<file path="src/rtl/player_sprite_reader.sv">
// Player sprite ROM read engine: raster -> ROM address, colour-keyed pixel out, 2-frame walk animation.
// Optional horizontal mirroring via `define PLAYER_MIRROR_EN (adds face_left input).
module player_sprite_reader #(
    parameter int          ADDRESS     = 11,
    parameter int          COLOR_BITS  = 24,
    parameter int          SPR_W_LOG2  = 5,
    parameter int          SPR_H_LOG2  = 5,
    parameter int          ANIM_PERIOD = 8,
    parameter logic [23:0] KEY_COLOR   = 24'hFF00FF
) (
    input  logic                  clk,
    input  logic                  rst_n,
    input  logic [9:0]            hcount,
    input  logic [9:0]            vcount,
    input  logic                  frame_start,
    input  logic [9:0]            pos_x,
    input  logic [9:0]            pos_y,
    input  logic                  move,
`ifdef PLAYER_MIRROR_EN
    input  logic                  face_left,
`endif
    output logic [ADDRESS-1:0]    rom_addr,
    input  logic [COLOR_BITS-1:0] rom_dout,
    output logic                  pix_valid,
    output logic [COLOR_BITS-1:0] pix_color
);

    localparam int CNT_W = (ANIM_PERIOD > 1) ? $clog2(ANIM_PERIOD) : 1;
    localparam logic [CNT_W-1:0]      CNT_LAST = CNT_W'(ANIM_PERIOD - 1);
    localparam logic [10:0]           SPR_W    = 11'(1 << SPR_W_LOG2);
    localparam logic [10:0]           SPR_H    = 11'(1 << SPR_H_LOG2);
    localparam logic [COLOR_BITS-1:0] KEY      = KEY_COLOR[COLOR_BITS-1:0];

    typedef enum logic [1:0] {
        IDLE   = 2'd0,
        WALK_A = 2'd1,
        WALK_B = 2'd2
    } anim_state_e;

    anim_state_e            state_q, state_d;
    logic [CNT_W-1:0]       anim_cnt_q, anim_cnt_d;
    logic [9:0]             px_q, px_d, py_q, py_d;
    logic [ADDRESS-1:0]     rom_addr_q, rom_addr_d;
    logic                   in1_q, in1_d;
    logic                   pix_valid_q, pix_valid_d;
    logic [COLOR_BITS-1:0]  pix_color_q, pix_color_d;
    logic [10:0]            dx, dy;
    logic                   fbit;
    logic [SPR_W_LOG2-1:0]  x_idx;
`ifdef PLAYER_MIRROR_EN
    logic                   face_q, face_d;
`endif

    // Frame-boundary updates: position latch and walk-animation state
    always_comb begin
        px_d       = px_q;
        py_d       = py_q;
        state_d    = state_q;
        anim_cnt_d = anim_cnt_q;
`ifdef PLAYER_MIRROR_EN
        face_d     = face_q;
`endif
        if (frame_start) begin
            px_d = pos_x;
            py_d = pos_y;
`ifdef PLAYER_MIRROR_EN
            face_d = face_left;
`endif
            case (state_q)
                IDLE: begin
                    state_d    = move ? WALK_A : IDLE;
                    anim_cnt_d = '0;
                end
                WALK_A, WALK_B: begin
                    // Stopping wins over the step count
                    if (!move) begin
                        state_d    = IDLE;
                        anim_cnt_d = '0;
                    end else if (anim_cnt_q == CNT_LAST) begin
                        state_d    = (state_q == WALK_A) ? WALK_B : WALK_A;
                        anim_cnt_d = '0;
                    end else begin
                        state_d    = state_q;
                        anim_cnt_d = anim_cnt_q + CNT_W'(1);
                    end
                end
                default: begin
                    state_d    = IDLE;
                    anim_cnt_d = '0;
                end
            endcase
        end else begin
            state_d = state_q;
        end
    end

    // Stage 1: sprite-box test and ROM address; unsigned dx/dy put left/above the box outside
    always_comb begin
        dx    = {1'b0, hcount} - {1'b0, px_q};
        dy    = {1'b0, vcount} - {1'b0, py_q};
        fbit  = (state_q == WALK_B);
        in1_d = (dx < SPR_W) && (dy < SPR_H);
`ifdef PLAYER_MIRROR_EN
        if (face_q) begin
            x_idx = {SPR_W_LOG2{1'b1}} - dx[SPR_W_LOG2-1:0];
        end else begin
            x_idx = dx[SPR_W_LOG2-1:0];
        end
`else
        x_idx = dx[SPR_W_LOG2-1:0];
`endif
        if (in1_d) begin
            rom_addr_d = {fbit, dy[SPR_H_LOG2-1:0], x_idx};
        end else begin
            rom_addr_d = '0;
        end
    end

    // Stage 2: colour key on the ROM data returned for the stage-1 address
    always_comb begin
        pix_valid_d = in1_q && (rom_dout != KEY);
        if (pix_valid_d) begin
            pix_color_d = rom_dout;
        end else begin
            pix_color_d = '0;
        end
    end

    // State and pipeline registers
    always_ff @(posedge clk or negedge rst_n) begin
        if (!rst_n) begin
            state_q     <= IDLE;
            anim_cnt_q  <= '0;
            px_q        <= 10'd0;
            py_q        <= 10'd0;
            rom_addr_q  <= '0;
            in1_q       <= 1'b0;
            pix_valid_q <= 1'b0;
            pix_color_q <= '0;
`ifdef PLAYER_MIRROR_EN
            face_q      <= 1'b0;
`endif
        end else begin
            state_q     <= state_d;
            anim_cnt_q  <= anim_cnt_d;
            px_q        <= px_d;
            py_q        <= py_d;
            rom_addr_q  <= rom_addr_d;
            in1_q       <= in1_d;
            pix_valid_q <= pix_valid_d;
            pix_color_q <= pix_color_d;
`ifdef PLAYER_MIRROR_EN
            face_q      <= face_d;
`endif
        end
    end

    assign rom_addr  = rom_addr_q;
    assign pix_valid = pix_valid_q;
    assign pix_color = pix_color_q;

endmodule

</file>
<file path="config.mk">
export PLATFORM = sky130hd
export DESIGN_NAME = player_sprite_reader
export DESIGN_NICKNAME = d
export VERILOG_FILES = /design/src/rtl/player_sprite_reader.sv
export SDC_FILE = /design/constraint.sdc
export NUM_CORES = 1
export LEC_CHECK = 0
export ABC_AREA = 1
export BUFFER_PORTS_ARGS = -buffer_cell sky130_fd_sc_hd__buf_2
export CAP_MARGIN = 20
export CELL_PAD_IN_SITES_DETAIL_PLACEMENT = 0
export CELL_PAD_IN_SITES_GLOBAL_PLACEMENT = 1
export CORE_MARGIN = 3
export CORE_UTILIZATION = 29
export DETAILED_ROUTE_END_ITERATION = 10
export PLACE_DENSITY_LB_ADDON = 0.1
export SLEW_MARGIN = 10
export SYNTH_ARGS = -nofsm -noshare
export SYNTH_HDL_FRONTEND = slang
export SYNTH_SLANG_ARGS = --single-unit
</file>
<file path="constraint.sdc">
create_clock -name clk -period 2.1 [get_ports clk]
set_input_delay 0.525 -clock clk [delete_from_list [all_inputs] [get_ports clk]]
set_output_delay 0.525 -clock clk [all_outputs]
set_load 0.02 [all_outputs]
</file>
==> metrics.log, run 1 <==
INFO  metric worst-slew-pin-transition = 0.402 ns
INFO  metric cts.htree.levels = 3
INFO  metric pwr-share-comb = 24.3%
INFO  metric io_buffer_count = 103
INFO  metric vdd.ir_drop.worst = 0.000286 V
INFO  metric clock_tree_from_tritoncts = yes
INFO  metric grt_pass1_wl = 14,800 um
INFO  metric p_int = 2580 uW
INFO  metric drt_pre_antenna_iters = 4
INFO  metric dp_hpwl = 7120 um
INFO  metric seqPwrFrac = 35.4%
INFO  metric crit_arrival = 2.19 ns
INFO  metric cts_made_buffers = 9
INFO  metric clk_pin_slew = 0.05 ns
INFO  metric synth-seq-area-share = 44.5%
INFO  metric p_per_area = 771 mW/mm^2
INFO  metric multi_input_area = 0.00160 mm^2
INFO  metric tns = 0 ns
INFO  metric number_of_global_route_vias_before_repair = 3,041
INFO  metric initial_utilization = 30.2%
INFO  metric die-area = 0.0134 mm^2
INFO  metric peak_clock_frequency_supported_by_timing = 0.520 GHz
INFO  metric hold_path_class = input pin to async pin
INFO  metric power_switching_share = 29.4%
INFO  metric chipHeight = 116 um
INFO  metric totalWireLength = 9180 um
INFO  metric worst_setup_path_start_kind = input pin
INFO  metric power_switching = 1070 uW
INFO  metric fin_worst_skew = 0.00506 ns
INFO  metric critical_path.max_fanout = 6
INFO  metric fillCellCount = 1,238
INFO  metric die_width = 116 um
INFO  metric clk_root_buffer_cell = sky130_fd_sc_hd__clkbuf_16
INFO  metric proportion_of_layout_cells_with_a_drive_suffix_above_1 = 33.0%
INFO  metric placementRows = 39
INFO  metric synth_top_area_cell = sky130_fd_sc_hd__dfrtp_1
INFO  metric num_antenna_cells = 0
INFO  metric clockPowerShare = 40.3%
INFO  metric setup_viol = 0
INFO  metric routed_via_density = 4.22
INFO  metric post_synth_main_area_contributors = sky130_fd_sc_hd__dfrtp_1, sky130_fd_sc_hd__nand2_1, sky130_fd_sc_hd__inv_1
INFO  metric max_slew_margin = 72.9%
INFO  metric ys_ff_latch = 62
INFO  metric avgSynthCellArea = 7.86 um^2
INFO  metric timing.max_cap.violations = 0
INFO  metric clk_sink_count = 62
INFO  metric seqCellArea = 0.00155 mm^2
INFO  metric ctsResizeCount = 0
INFO  metric hold_fix_buffer_count_after_cts = 0
INFO  metric grt_util_all_layers = 14.2%
INFO  metric worst-endpoint-required = 2.36 ns
INFO  metric cp-end-kind = register
INFO  metric route.vias.total = 3,075
INFO  metric finalHoldViolCount = 0
INFO  metric io_pins = 104
INFO  metric postLayoutSetupSlackWorst = 0.176 ns
INFO  metric post_placement_setup_slack = -0.311 ns
INFO  metric core_area = 0.0116 mm^2
INFO  metric antenna_violations_before_repair = 0
INFO  metric yosys_warnings = 0
INFO  metric flow.area_growth_from_synthesis = 35.8%
INFO  metric cts-root-to-sink-buffers = 2
INFO  metric run_status = finished clean
INFO  metric period_share = 91.6%
INFO  metric finish.utilization = 41.0%
INFO  metric rsz0062_at_grt = yes
INFO  metric detail-route-antenna-nets = 0
INFO  metric synth.cell_area = 0.00349 mm^2
INFO  metric insertion_delay = 0.33 ns
INFO  metric critPathKind = input pin to register
INFO  metric final_max_slew_viol_count = 0
INFO  metric netlist_instances = 444
INFO  metric cts_setup_buffers = 0
INFO  metric yosys.cell_types.count = 23
INFO  metric synthDominantCellAreaShare = 44.5%
INFO  metric synth_fp_nets = 540
INFO  metric finalNetCount = 677
INFO  metric drt_drc_violations_left = 0
INFO  metric first_iter_violations = 131
INFO  metric post_drt_wl_per_cell = 12.6 um
INFO  metric total_leakage_power = 0.00282 uW
INFO  metric gpl.final_weighted_congestion = 0.784
INFO  metric grt_remaining_overflow = 0
INFO  metric final_period_minus_worst_setup_slack = 1.92 ns
INFO  metric grt_max_degree = 63
placed cells by master, fill, tap and decap left out, types with 2 or more instances in the layout:
cell,n
sky130_fd_sc_hd__a21oi_1,6
sky130_fd_sc_hd__buf_2,103
sky130_fd_sc_hd__buf_4,29
sky130_fd_sc_hd__clkbuf_16,9
sky130_fd_sc_hd__clkinv_2,2
sky130_fd_sc_hd__dfrtp_1,62
sky130_fd_sc_hd__fa_2,2
sky130_fd_sc_hd__ha_1,25
sky130_fd_sc_hd__inv_1,91
sky130_fd_sc_hd__inv_2,6
sky130_fd_sc_hd__mux2_2,2
sky130_fd_sc_hd__nand2_1,97
sky130_fd_sc_hd__nand2_2,12
sky130_fd_sc_hd__nand2_4,2
sky130_fd_sc_hd__nand3_1,18
sky130_fd_sc_hd__nand3_2,5
sky130_fd_sc_hd__nand3b_1,2
sky130_fd_sc_hd__nand4_1,9
sky130_fd_sc_hd__nor2_1,45
sky130_fd_sc_hd__nor2_2,11
sky130_fd_sc_hd__nor2_4,4
sky130_fd_sc_hd__nor4_1,2
sky130_fd_sc_hd__o21ai_0,25
sky130_fd_sc_hd__xnor2_1,6
power by group through the flow:
stage	Clock [uW]	Combinational, uW	Sequential, uW
3_3_place_gp	0	864	1310
3_5_place_dp	0	875	1310
4_1_cts	1520	883	1290
5_1_grt	1570	1030	1300
6_report	1470	888	1290
2_1_floorplan	0	544	1300
synth_stat cells:
| library cell | n |
|---|---|
| sky130_fd_sc_hd__nand2_1 | 99 |
| sky130_fd_sc_hd__inv_1 | 91 |
| sky130_fd_sc_hd__dfrtp_1 | 62 |
| sky130_fd_sc_hd__nor2_1 | 48 |
| sky130_fd_sc_hd__ha_1 | 26 |
| sky130_fd_sc_hd__o21ai_0 | 25 |
| sky130_fd_sc_hd__nand3_1 | 19 |
| sky130_fd_sc_hd__nor2_2 | 12 |
| sky130_fd_sc_hd__nand2_2 | 11 |
| sky130_fd_sc_hd__nand4_1 | 9 |
| sky130_fd_sc_hd__a21oi_1 | 7 |
| sky130_fd_sc_hd__clkbuf_1 | 7 |
| sky130_fd_sc_hd__inv_2 | 6 |
| sky130_fd_sc_hd__xnor2_1 | 6 |
| sky130_fd_sc_hd__nand3_2 | 4 |
| sky130_fd_sc_hd__fa_1 | 2 |
| sky130_fd_sc_hd__mux2_2 | 2 |
| sky130_fd_sc_hd__nand3b_1 | 2 |
| sky130_fd_sc_hd__nor4_1 | 2 |
| sky130_fd_sc_hd__buf_6 | 1 |
| sky130_fd_sc_hd__nor3_1 | 1 |
| sky130_fd_sc_hd__o211ai_1 | 1 |
| sky130_fd_sc_hd__o21bai_1 | 1 |
area by class of cell:
type | instances | area share (%)
Multi-Input combinational cell | 278 | 33.8
Sequential cell | 62 | 32.7
Timing Repair Buffer | 133 | 15.9
Inverter | 97 | 7.68
Clock buffer | 11 | 5.12
Tap cell | 143 | 3.78
Clock inverter | 4 | 1.00
routing by layer:
metal / track usage (%) / share of wire (%)
met4: 6.03 / 2.0
met1: 18.6 / 48
met5: 0 / 0
met2: 22.7 / 45
met3: 3.19 / 5.0
final timing paths:
| path | slack, ns | start | cells after the start | to |
|---|---|---|---|---|
| max | 0.18 | vcount[0] | 14 | rom_addr[0]$_DFF_PN0_ |
| min in group clk | 0.40 | pos_x[5] | 3 | px_q[5]$_DFFE_PN0P_ |
| max reg2reg | 0.18 | py_q[0]$_DFFE_PN0P_ | 12 | rom_addr[0]$_DFF_PN0_ |
| max in group asynchronous | 1.61 | rst_n | 2 | px_q[5]$_DFFE_PN0P_ |
| min reg2reg | 0.51 | px_q[0]$_DFFE_PN0P_ | 1 | px_q[0]$_DFFE_PN0P_ |
| min | 0.21 | rst_n | 2 | pix_color[8]$_DFF_PN0_ |
logic make-up (layout without fill, tap and decap cells):
| family | after synthesis | after routing | synth area share, % |
|---|---|---|---|
| AO/OA/AOI/OAI | 34 | 34 | 5.02 |
| XOR/XNOR | 6 | 6 | 1.51 |
| adder cells (fa/ha/maj) | 28 | 28 | 10.5 |
| buffers and inverters | 105 | 245 | 11.5 |
| flip-flops | 62 | 62 | 44.5 |
| multiplexers | 2 | 2 | 0.646 |
| AND/OR/NAND/NOR | 207 | 208 | 26.4 |
worst max-delay path, cell delays in order:
cell and delay [ns]:
sky130_fd_sc_hd__buf_2 0.10, sky130_fd_sc_hd__inv_1 0.06, sky130_fd_sc_hd__ha_1 0.14, sky130_fd_sc_hd__inv_1 0.06
sky130_fd_sc_hd__fa_2 0.33, sky130_fd_sc_hd__nand3_1 0.09, sky130_fd_sc_hd__nand3_2 0.09, sky130_fd_sc_hd__nand2_1 0.09
sky130_fd_sc_hd__nand3b_1 0.08, sky130_fd_sc_hd__nand2_1 0.08, sky130_fd_sc_hd__nand4_1 0.12, sky130_fd_sc_hd__nor2_4 0.18
sky130_fd_sc_hd__nand2_4 0.13, sky130_fd_sc_hd__nor2_2 0.10
state kept, by name, summed over array words and instances (netlist names):
name        flops
pix_valid       1
py_q           10
px_q           10
rom_addr       11
in1_q           1
pix_color      24
state_q         2
anim_cnt_q      3
through the flow:
stage | instances | hold WS [ns] | power, uW | area, um^2
after detailed placement | 712 | 0.506 | 2190 | 4390
after CTS | 727 | 0.218 | 3700 | 4680
after global placement | 712 | 0.503 | 2180 | 4390
after floorplan | 444 | 0.229 | 1850 | 3490
after global routing | 728 | 0.234 | 3900 | 4740
final | 728 | 0.207 | 3650 | 4740
Note: power is estimated with default switching activity, not from simulation.
==> run 2, diff against run 1 <==
==> constraint.sdc (replaced) <==
create_clock -name clk -period 2.1 [get_ports clk]
set_input_delay 0.42 -clock clk [delete_from_list [all_inputs] [get_ports clk]]
set_output_delay 0.42 -clock clk [all_outputs]
set_load 0.02 [all_outputs]
==> run 2 against run 1 <==
Sequential share of layout area rose by 0.30 points. Routed wire length fell by 3.1%. Register-to-register slack got worse by 0.05 ns. Final cell count fell by 0.96%. Via count fell by 1.5%. Critical path depth fell by 2. Clock skew fell by 0.0021 ns. Core utilization fell by 0.37 points. Worst hold slack got worse by 0.12 ns. Power fell by 3.2%. Clock power fell by 5%. Die area did not move. Critical endpoint unchanged. Largest cell class unchanged. Largest power group unchanged.
==> metrics.log, run 2 (synthesis results as in run 1) <==
INFO  metric cp-end-kind = register (unchanged)
INFO  metric finalHoldViolCount = 0 (unchanged)
INFO  metric worstRegToRegCells = 12 (unchanged)
INFO  metric layout.cells.most_common_list = sky130_fd_sc_hd__buf_2, sky130_fd_sc_hd__nand2_1, sky130_fd_sc_hd__inv_1 (unchanged)
INFO  metric num_antenna_cells = 0 (unchanged)
INFO  metric postLayoutSetupSlackWorst = 0.121 ns (was 0.176 ns)
INFO  metric totalWireLength = 8890 um (was 9180 um)
INFO  metric run_status = finished clean (unchanged)
INFO  metric initial_utilization = 30.2% (unchanged)
INFO  metric critical_path.max_fanout = 6 (unchanged)
INFO  metric grt_remaining_overflow = 0 (unchanged)
INFO  metric post_drt_wl_per_cell = 12.3 um (was 12.6 um)
INFO  metric grt_util_all_layers = 13.9% (was 14.2%)
INFO  metric timing.max_cap.violations = 0 (unchanged)
INFO  metric final_period_minus_worst_setup_slack = 1.98 ns (was 1.92 ns)
INFO  metric clk_root_buffer_cell = sky130_fd_sc_hd__clkbuf_16 (unchanged)
INFO  metric rsz0062_at_grt = yes (unchanged)
INFO  metric detail-route-antenna-nets = 0 (unchanged)
INFO  metric route.vias.total = 3,030 (was 3,075)
INFO  metric chipHeight = 116 um (unchanged)
INFO  metric max_slew_margin = 67.4% (was 72.9%)
INFO  metric cts-root-to-sink-buffers = 2 (unchanged)
INFO  metric dp_hpwl = 6810 um (was 7120 um)
INFO  metric period_share = 94.2% (was 91.6%)
INFO  metric core_area = 0.0116 mm^2 (unchanged)
INFO  metric worst_r2r_startpoint = px_q[6]$_DFFE_PN0P_ (was py_q[0]$_DFFE_PN0P_)
INFO  metric hold_path_class = input pin to async pin (unchanged)
INFO  metric die-area = 0.0134 mm^2 (unchanged)
INFO  metric drt_drc_violations_left = 0 (unchanged)
INFO  metric die_width = 116 um (unchanged)
INFO  metric clk_pin_slew = 0.06 ns (was 0.05 ns)
INFO  metric peak_clock_frequency_supported_by_timing = 0.505 GHz (was 0.520 GHz)
INFO  metric worst-slew-pin-transition = 0.483 ns (was 0.402 ns)
INFO  metric final_cells = 721 (was 728)
INFO  metric placed_cells_incl_taps = 701 (was 712)
INFO  metric grt_pass1_wl = 14,500 um (was 14,800 um)
INFO  metric fin_worst_skew = 0.00297 ns (was 0.00506 ns)
INFO  metric total_leakage_power = 0.00278 uW (was 0.00282 uW)
INFO  metric met3RoutedLength = 541 um (was 458 um)
INFO  metric clk_sink_count = 62 (unchanged)
INFO  metric worst_setup_path_start_kind = register (was input pin)
INFO  metric post_placement_setup_slack = -0.213 ns (was -0.311 ns)
INFO  metric p_per_area = 753 mW/mm^2 (was 771 mW/mm^2)
INFO  metric number_of_global_route_vias_before_repair = 3,043 (was 3,041)
INFO  metric io_pins = 104 (unchanged)
INFO  metric gpl.final_weighted_congestion = 0.757 (was 0.784)
INFO  metric topRoutingLayerUsed = met4 (unchanged)
INFO  metric setup_viol = 0 (unchanged)
INFO  metric insertion_delay = 0.33 ns (about the same)
INFO  metric cts_made_buffers = 9 (unchanged)
INFO  metric cts.htree.levels = 3 (unchanged)
INFO  metric worst-endpoint-required = 2.37 ns (was 2.36 ns)
INFO  metric met2WireLength = 4060 um (was 4100 um)
INFO  metric routedLengthMet1 = 4170 um (was 4440 um)
INFO  metric critPathKind = register to register (was input pin to register)
INFO  metric finish.utilization = 40.6% (was 41.0%)
INFO  metric clock_tree_from_tritoncts = yes (unchanged)
INFO  metric layout_commonest_cell = sky130_fd_sc_hd__buf_2 (unchanged)
INFO  metric proportion_of_layout_cells_with_a_drive_suffix_above_1 = 32.4% (was 33.0%)
INFO  metric final_max_slew_viol_count = 0 (unchanged)
INFO  metric io_buffer_count = 103 (unchanged)
INFO  metric regToRegSetupSlack = 0.12 ns (was 0.18 ns)
INFO  metric flow.area_growth_from_synthesis = 34.6% (was 35.8%)
INFO  metric crit_arrival = 2.24 ns (was 2.19 ns)
INFO  metric placementRows = 39 (unchanged)
INFO  metric routed_via_density = 4.20 (was 4.22)
INFO  metric antenna_violations_before_repair = 0 (unchanged)
INFO  metric first_iter_violations = 119 (was 131)
INFO  metric largest_register_ffs = 24 (unchanged)
INFO  metric drt_pre_antenna_iters = 4 (unchanged)
INFO  metric regToRegEndpoint = rom_addr[0]$_DFF_PN0_ (unchanged)
INFO  metric grt_max_degree = 63 (unchanged)
INFO  metric vdd.ir_drop.worst = 0.000299 V (was 0.000286 V)
INFO  metric finalNetCount = 669 (was 677)
[run 2: worst max path at each step]
stage                        startpoint                     end
detailed placement            hcount[0]  rom_addr[10]$_DFF_PN0_
floorplan                     hcount[0]   rom_addr[3]$_DFF_PN0_
global placement              hcount[0]  rom_addr[10]$_DFF_PN0_
global route        px_q[0]$_DFFE_PN0P_   rom_addr[2]$_DFF_PN0_
CTS                 px_q[0]$_DFFE_PN0P_  rom_addr[10]$_DFF_PN0_
finish              px_q[6]$_DFFE_PN0P_   rom_addr[0]$_DFF_PN0_
[run 2: cell type report]
| class | count | area (um^2) |
|---|---|---|
| clock buffers | 9 | 225 |
| clock inverters | 7 | 47.5 |
| fillers | 1209 | 6870 |
| inverters | 97 | 364 |
| multi-input cells | 278 | 1620 |
| flip-flops and latches | 62 | 1550 |
| well taps | 143 | 179 |
| repair buffers | 125 | 706 |
[run 2: metal layers]
layer  vias to the layer above  GRT usage [%]
li1                       1609              -
met1                      1327           17.5
met2                        84           23.0
met3                        10           4.54
met4                         0           3.71
met5                         -              0
[run 2: where the power goes]
group	internal, uW	switching, uW
combinational	366	491
clock	800	588
sequential	1260	34.9
total	2420	1110
[run 2: critical path, cell delays in order, from the launching register on]
cell and delay, ns:
sky130_fd_sc_hd__dfrtp_1 0.32, sky130_fd_sc_hd__inv_1 0.05, sky130_fd_sc_hd__ha_1 0.34, sky130_fd_sc_hd__nand2_1 0.11
sky130_fd_sc_hd__nor2_1 0.18, sky130_fd_sc_hd__nand4_1 0.11, sky130_fd_sc_hd__nor2_1 0.14, sky130_fd_sc_hd__nor2_1 0.06
sky130_fd_sc_hd__nor2_1 0.08, sky130_fd_sc_hd__nand2_1 0.09, sky130_fd_sc_hd__nor2_4 0.18, sky130_fd_sc_hd__nand2_4 0.13
sky130_fd_sc_hd__nor2_1 0.12
[run 2: repair_timing]
action,CTS,global route
cloned,0,1
setup endpoints to repair,2,12
hold buffers,0,0
setup buffers,0,3
resized for setup,1,16
pin swaps,0,7
[run 2: metrics by stage]
stage | cell area (um^2) | hold slack (ns) | TNS [ns] | power (uW)
after floorplan | 3490 | 0.124 | 0 | 1850
final | 4700 | 0.0914 | 0 | 3540
after CTS | 4590 | 0.107 | 0 | 3570
after global routing | 4700 | 0.106 | -0.188 | 3810
after global placement | 4310 | 0.466 | -1.98 | 2140
after detailed placement | 4310 | 0.461 | -2.25 | 2140
==> run 3, diff against run 2 <==
ABC_AREA = default   (was 1)
CTS_CLUSTER_SIZE = 25   (was default)
==> run 3 against run 2 <==
The flow now finishes with violations (negative setup slack). Fmax decreased by 23%. Sequential power about the same. Via count decreased by 8.6%. Core utilization increased by 3.3 points. Critical endpoint is now rom_addr[9]$_DFF_PN0_. Highest routed layer unchanged.
==> metrics.log, run 3 <==
INFO  metric vdd.ir_drop.worst = 0.000376 V (was 0.000299 V)
INFO  metric critPathLaunch = py_q[0]$_DFFE_PN0P_ (was px_q[6]$_DFFE_PN0P_)
INFO  metric regToRegSetupSlack = -0.48 ns (was 0.12 ns)
INFO  metric totalWireLength = 8620 um (was 8890 um)
INFO  metric finalNetCount = 572 (was 669)
INFO  metric synth_compound_area_share = 13.9% (was 5.02%)
INFO  metric run_status = complete, but fails checks (was finished clean)
INFO  metric io_buffer_count = 103 (unchanged)
INFO  metric final_max_slew_viol_count = 0 (unchanged)
INFO  metric detail-route-antenna-nets = 0 (unchanged)
INFO  metric antenna_violations_before_repair = 0 (unchanged)
INFO  metric synth.area.mux_share = 0.970% (was 0.646%)
INFO  metric peak_clock_frequency_supported_by_timing = 0.388 GHz (was 0.505 GHz)
INFO  metric synth_ff_type = sky130_fd_sc_hd__dfrtp_1 (unchanged)
INFO  metric timing.max_cap.violations = 0 (unchanged)
INFO  metric die_width = 114 um (was 116 um)
INFO  metric gpl.final_weighted_congestion = 0.783 (was 0.757)
INFO  metric cpMaxStageDelayCell = sky130_fd_sc_hd__dfrtp_1 (was sky130_fd_sc_hd__ha_1)
INFO  metric final_cells = 621 (was 721)
INFO  metric ys_ff_latch = 62 (unchanged)
INFO  metric seqCellArea = 0.00155 mm^2 (unchanged)
INFO  metric max_stage_delay = 0.39 ns (was 0.34 ns)
INFO  metric dp_hpwl = 6700 um (was 6810 um)
INFO  metric worstRegToRegCells = 9 (was 12)
INFO  metric grt_util_all_layers = 13.4% (was 13.9%)
INFO  metric regToRegEndpoint = rom_addr[9]$_DFF_PN0_ (was rom_addr[0]$_DFF_PN0_)
INFO  metric cts_made_buffers = 9 (unchanged)
INFO  metric yosys.cell_types.count = 53 (was 23)
INFO  metric max_slew_margin = 57.6% (was 67.4%)
INFO  metric grt_remaining_overflow = 0 (unchanged)
INFO  metric layout.cells.most_common_list = sky130_fd_sc_hd__buf_2, sky130_fd_sc_hd__dfrtp_1, sky130_fd_sc_hd__buf_4 (was sky130_fd_sc_hd__buf_2, sky130_fd_sc_hd__nand2_1, sky130_fd_sc_hd__inv_1)
INFO  metric synth_top_area_cell = sky130_fd_sc_hd__dfrtp_1 (unchanged)
INFO  metric drt_drc_violations_left = 0 (unchanged)
INFO  metric ys_top_cells_by_count = sky130_fd_sc_hd__dfrtp_1, sky130_fd_sc_hd__inv_1, sky130_fd_sc_hd__nand2_1, sky130_fd_sc_hd__o21ai_0, sky130_fd_sc_hd__ha_1 (was sky130_fd_sc_hd__nand2_1, sky130_fd_sc_hd__inv_1, sky130_fd_sc_hd__dfrtp_1)
INFO  metric grt_pass1_wl = 13,700 um (was 14,500 um)
INFO  metric finish.utilization = 43.9% (was 40.6%)
INFO  metric num_antenna_cells = 0 (unchanged)
INFO  metric crit_arrival = 2.81 ns (was 2.24 ns)
INFO  metric async_reset_ff_share = 100% (unchanged)
INFO  metric p_per_area = 813 mW/mm^2 (was 753 mW/mm^2)
INFO  metric synth_fp_nets = 416 (was 540)
INFO  metric die-area = 0.0129 mm^2 (was 0.0134 mm^2)
INFO  metric worst-endpoint-required = 2.33 ns (was 2.37 ns)
INFO  metric cp-end-kind = register (unchanged)
INFO  metric initial_utilization = 30.3% (was 30.2%)
INFO  metric clk_sink_count = 62 (unchanged)
INFO  metric worst_hold_slack = 0.114 ns (was 0.0914 ns)
INFO  metric violations = negative setup slack
INFO  metric fin_worst_skew = 0.00654 ns (was 0.00297 ns)
INFO  metric synth_enable_flop_cells = 0 (unchanged)
INFO  metric worst-slew-pin-transition = 0.637 ns (was 0.483 ns)
INFO  metric clk_pin_slew = 0.06 ns (about the same)
INFO  metric postLayoutSetupSlackWorst = -0.480 ns (was 0.121 ns)
INFO  metric critPathKind = register to register (unchanged)
INFO  metric period_share = 123% (was 94.2%)
INFO  metric synth.cell_area = 0.00335 mm^2 (was 0.00349 mm^2)
INFO  metric number_of_global_route_vias_before_repair = 2,811 (was 3,043)
INFO  metric post_synth_main_area_contributors = sky130_fd_sc_hd__dfrtp_1, sky130_fd_sc_hd__ha_1, sky130_fd_sc_hd__and2_1 (was sky130_fd_sc_hd__dfrtp_1, sky130_fd_sc_hd__nand2_1, sky130_fd_sc_hd__inv_1)
INFO  metric netlist_instances = 320 (was 444)
INFO  metric clk_root_buffer_cell = sky130_fd_sc_hd__clkbuf_16 (unchanged)
INFO  metric synth_simple_gate_area_share = 19.9% (was 26.4%)
INFO  metric first_iter_violations = 114 (was 119)
INFO  metric critical_path.max_fanout = 10 (was 6)
INFO  metric tns = -5.50 ns (was 0 ns)
INFO  metric layout_commonest_cell = sky130_fd_sc_hd__buf_2 (unchanged)
INFO  metric hold_fix_buffer_count_after_cts = 0 (unchanged)
INFO  metric worst_setup_path_start_kind = register (unchanged)
INFO  metric critPathTopFamily = compound AO/OA/AOI/OAI gates (was simple AND/OR/NAND/NOR gates)
INFO  metric finalHoldViolCount = 0 (unchanged)
INFO  metric setup_viol = 12 (was 0)
INFO  metric io_pins = 104 (unchanged)
INFO  metric synth_top_family_by_area = simple AND/OR/NAND/NOR gates (unchanged)
INFO  metric flow.area_growth_from_synthesis = 45.0% (was 34.6%)
INFO  metric synth-seq-area-share = 46.3% (was 44.5%)
INFO  metric grt_max_degree = 24 (was 63)
INFO  metric cts.htree.levels = 3 (unchanged)
INFO  metric critical_path_buf_inv_count = 2 (was 1)
INFO  metric drt_pre_antenna_iters = 4 (unchanged)
INFO  metric worst_r2r_startpoint = py_q[0]$_DFFE_PN0P_ (was px_q[6]$_DFFE_PN0P_)
INFO  metric xor_xnor_cell_area_share_of_the_yosys_netlist = 2.61% (was 1.51%)
INFO  metric placed_cells_incl_taps = 602 (was 701)
INFO  metric post_drt_wl_per_cell = 13.9 um (was 12.3 um)
INFO  metric rsz0062_at_grt = yes (unchanged)
INFO  metric insertion_delay = 0.32 ns (was 0.33 ns)
INFO  metric synth_most_common_cell = sky130_fd_sc_hd__dfrtp_1 (was sky130_fd_sc_hd__nand2_1)
INFO  metric largest_register_ffs = 24 (unchanged)
INFO  metric synth-adder-area-share = 10.9% (was 10.5%)
INFO  metric post_placement_setup_slack = -0.695 ns (was -0.213 ns)
INFO  metric routed_via_density = 4.46 (was 4.20)
INFO  metric clock_tree_from_tritoncts = yes (unchanged)
INFO  metric final_period_minus_worst_setup_slack = 2.58 ns (was 1.98 ns)
INFO  metric chipHeight = 114 um (was 116 um)
INFO  metric proportion_of_layout_cells_with_a_drive_suffix_above_1 = 41.6% (was 32.4%)
INFO  metric fillCellCount = 1,090 (was 1,209)
INFO  metric yosys_warnings = 0 (unchanged)
INFO  metric avgSynthCellArea = 10.5 um^2 (was 7.86 um^2)
INFO  metric total_leakage_power = 0.00251 uW (was 0.00278 uW)
INFO  metric route.vias.total = 2,768 (was 3,030)
INFO  metric worstSetupEndpoint = rom_addr[9]$_DFF_PN0_ (was rom_addr[0]$_DFF_PN0_)
INFO  metric cts-root-to-sink-buffers = 2 (unchanged)
INFO  metric hold_path_class = input pin to async pin (unchanged)
INFO  metric synthDominantCellAreaShare = 46.3% (was 44.5%)
INFO  metric placementRows = 38 (was 39)
INFO  metric core_area = 0.0111 mm^2 (was 0.0116 mm^2)
INFO  metric path_cells = ha_4 > inv_2 > fa_2 > a21o_1 > a221o_1 > a2111oi_4 > o2111ai_2 > buf_12 > nor4b_2 (was inv_1 > ha_1 > nand2_1 > nor2_1 > nand4_1 > nor2_1 > nor2_1 > nor2_1 > nand2_1 > nor2_4 > nand2_4 > nor2_1)
INFO  metric worstSetupPathDepth = 9 (was 12)
INFO  metric multi_input_area = 0.00169 mm^2 (was 0.00162 mm^2)
[run 3: cell count changes in the layout (fill, tap and decap cells not counted), sizes merged, moves of 7 or more]
cell,previous run,this run
nor2,60,4
inv,99,36
buf,125,158
nand3,23,12
nand4,9,2
nand2,111,27
nor4b,0,13
and2,0,24
[run 3: repair_timing]
item,in CTS,in global routing
gates resized for setup,2,7
buffers inserted,2,1
endpoints found under the setup margin,12,12
[run 3: stage by stage]
step | power, uW | area [um^2]
6_report | 3950 | 4860
5_1_grt | 4180 | 4860
4_1_cts | 4000 | 4810
3_5_place_dp | 2320 | 4450
3_3_place_gp | 2300 | 4450
2_1_floorplan | 1900 | 3390
[run 3: cells by family after synthesis]
family	count (synthesis)
adder cells (fa/ha/maj)	28
XOR/XNOR	10
flip-flops	62
AND/OR/NAND/NOR	103
buffers and inverters	46
AO/OA/AOI/OAI	68
multiplexers	3
[run 3: final cells by class]
cell class / count / share of cell area (%)
tap: 140 / 3.60
multi-input combinational: 212 / 34.8
timing repair buffer: 158 / 20.1
clock inverter: 7 / 2.11
inverter: 33 / 2.80
sequential: 62 / 31.9
clock buffer: 9 / 4.63
[run 3: how the worst min path moves through the flow]
stage	cells after the start	end	slack, ns
global placement	1	py_q[2]$_DFFE_PN0P_	0.48
detailed placement	1	py_q[2]$_DFFE_PN0P_	0.49
finish	1	py_q[3]$_DFFE_PN0P_	0.11
floorplan	0	anim_cnt_q[0]$_DFFE_PN0P_	0.12
global route	1	py_q[2]$_DFFE_PN0P_	0.16
CTS	1	py_q[3]$_DFFE_PN0P_	0.14
[run 3: per-layer routing]
| layer | vias to the layer above | global-route usage (%) | wire, um |
|---|---|---|---|
| li1 | 1430 | - | - |
| met1 | 1253 | 18.0 | 4020 |
| met2 | 79 | 21.7 | 4060 |
| met3 | 6 | 3.87 | 479 |
| met4 | 0 | 2.88 | 63 |
| met5 | - | 0 | 0 |
[run 3: power by group]
group / leakage [uW] / switching (uW) / internal, uW
Combinational: 0.00152 / 537 / 494
Clock: 0.000157 / 575 / 1050
Sequential: 0.000827 / 36.3 / 1260
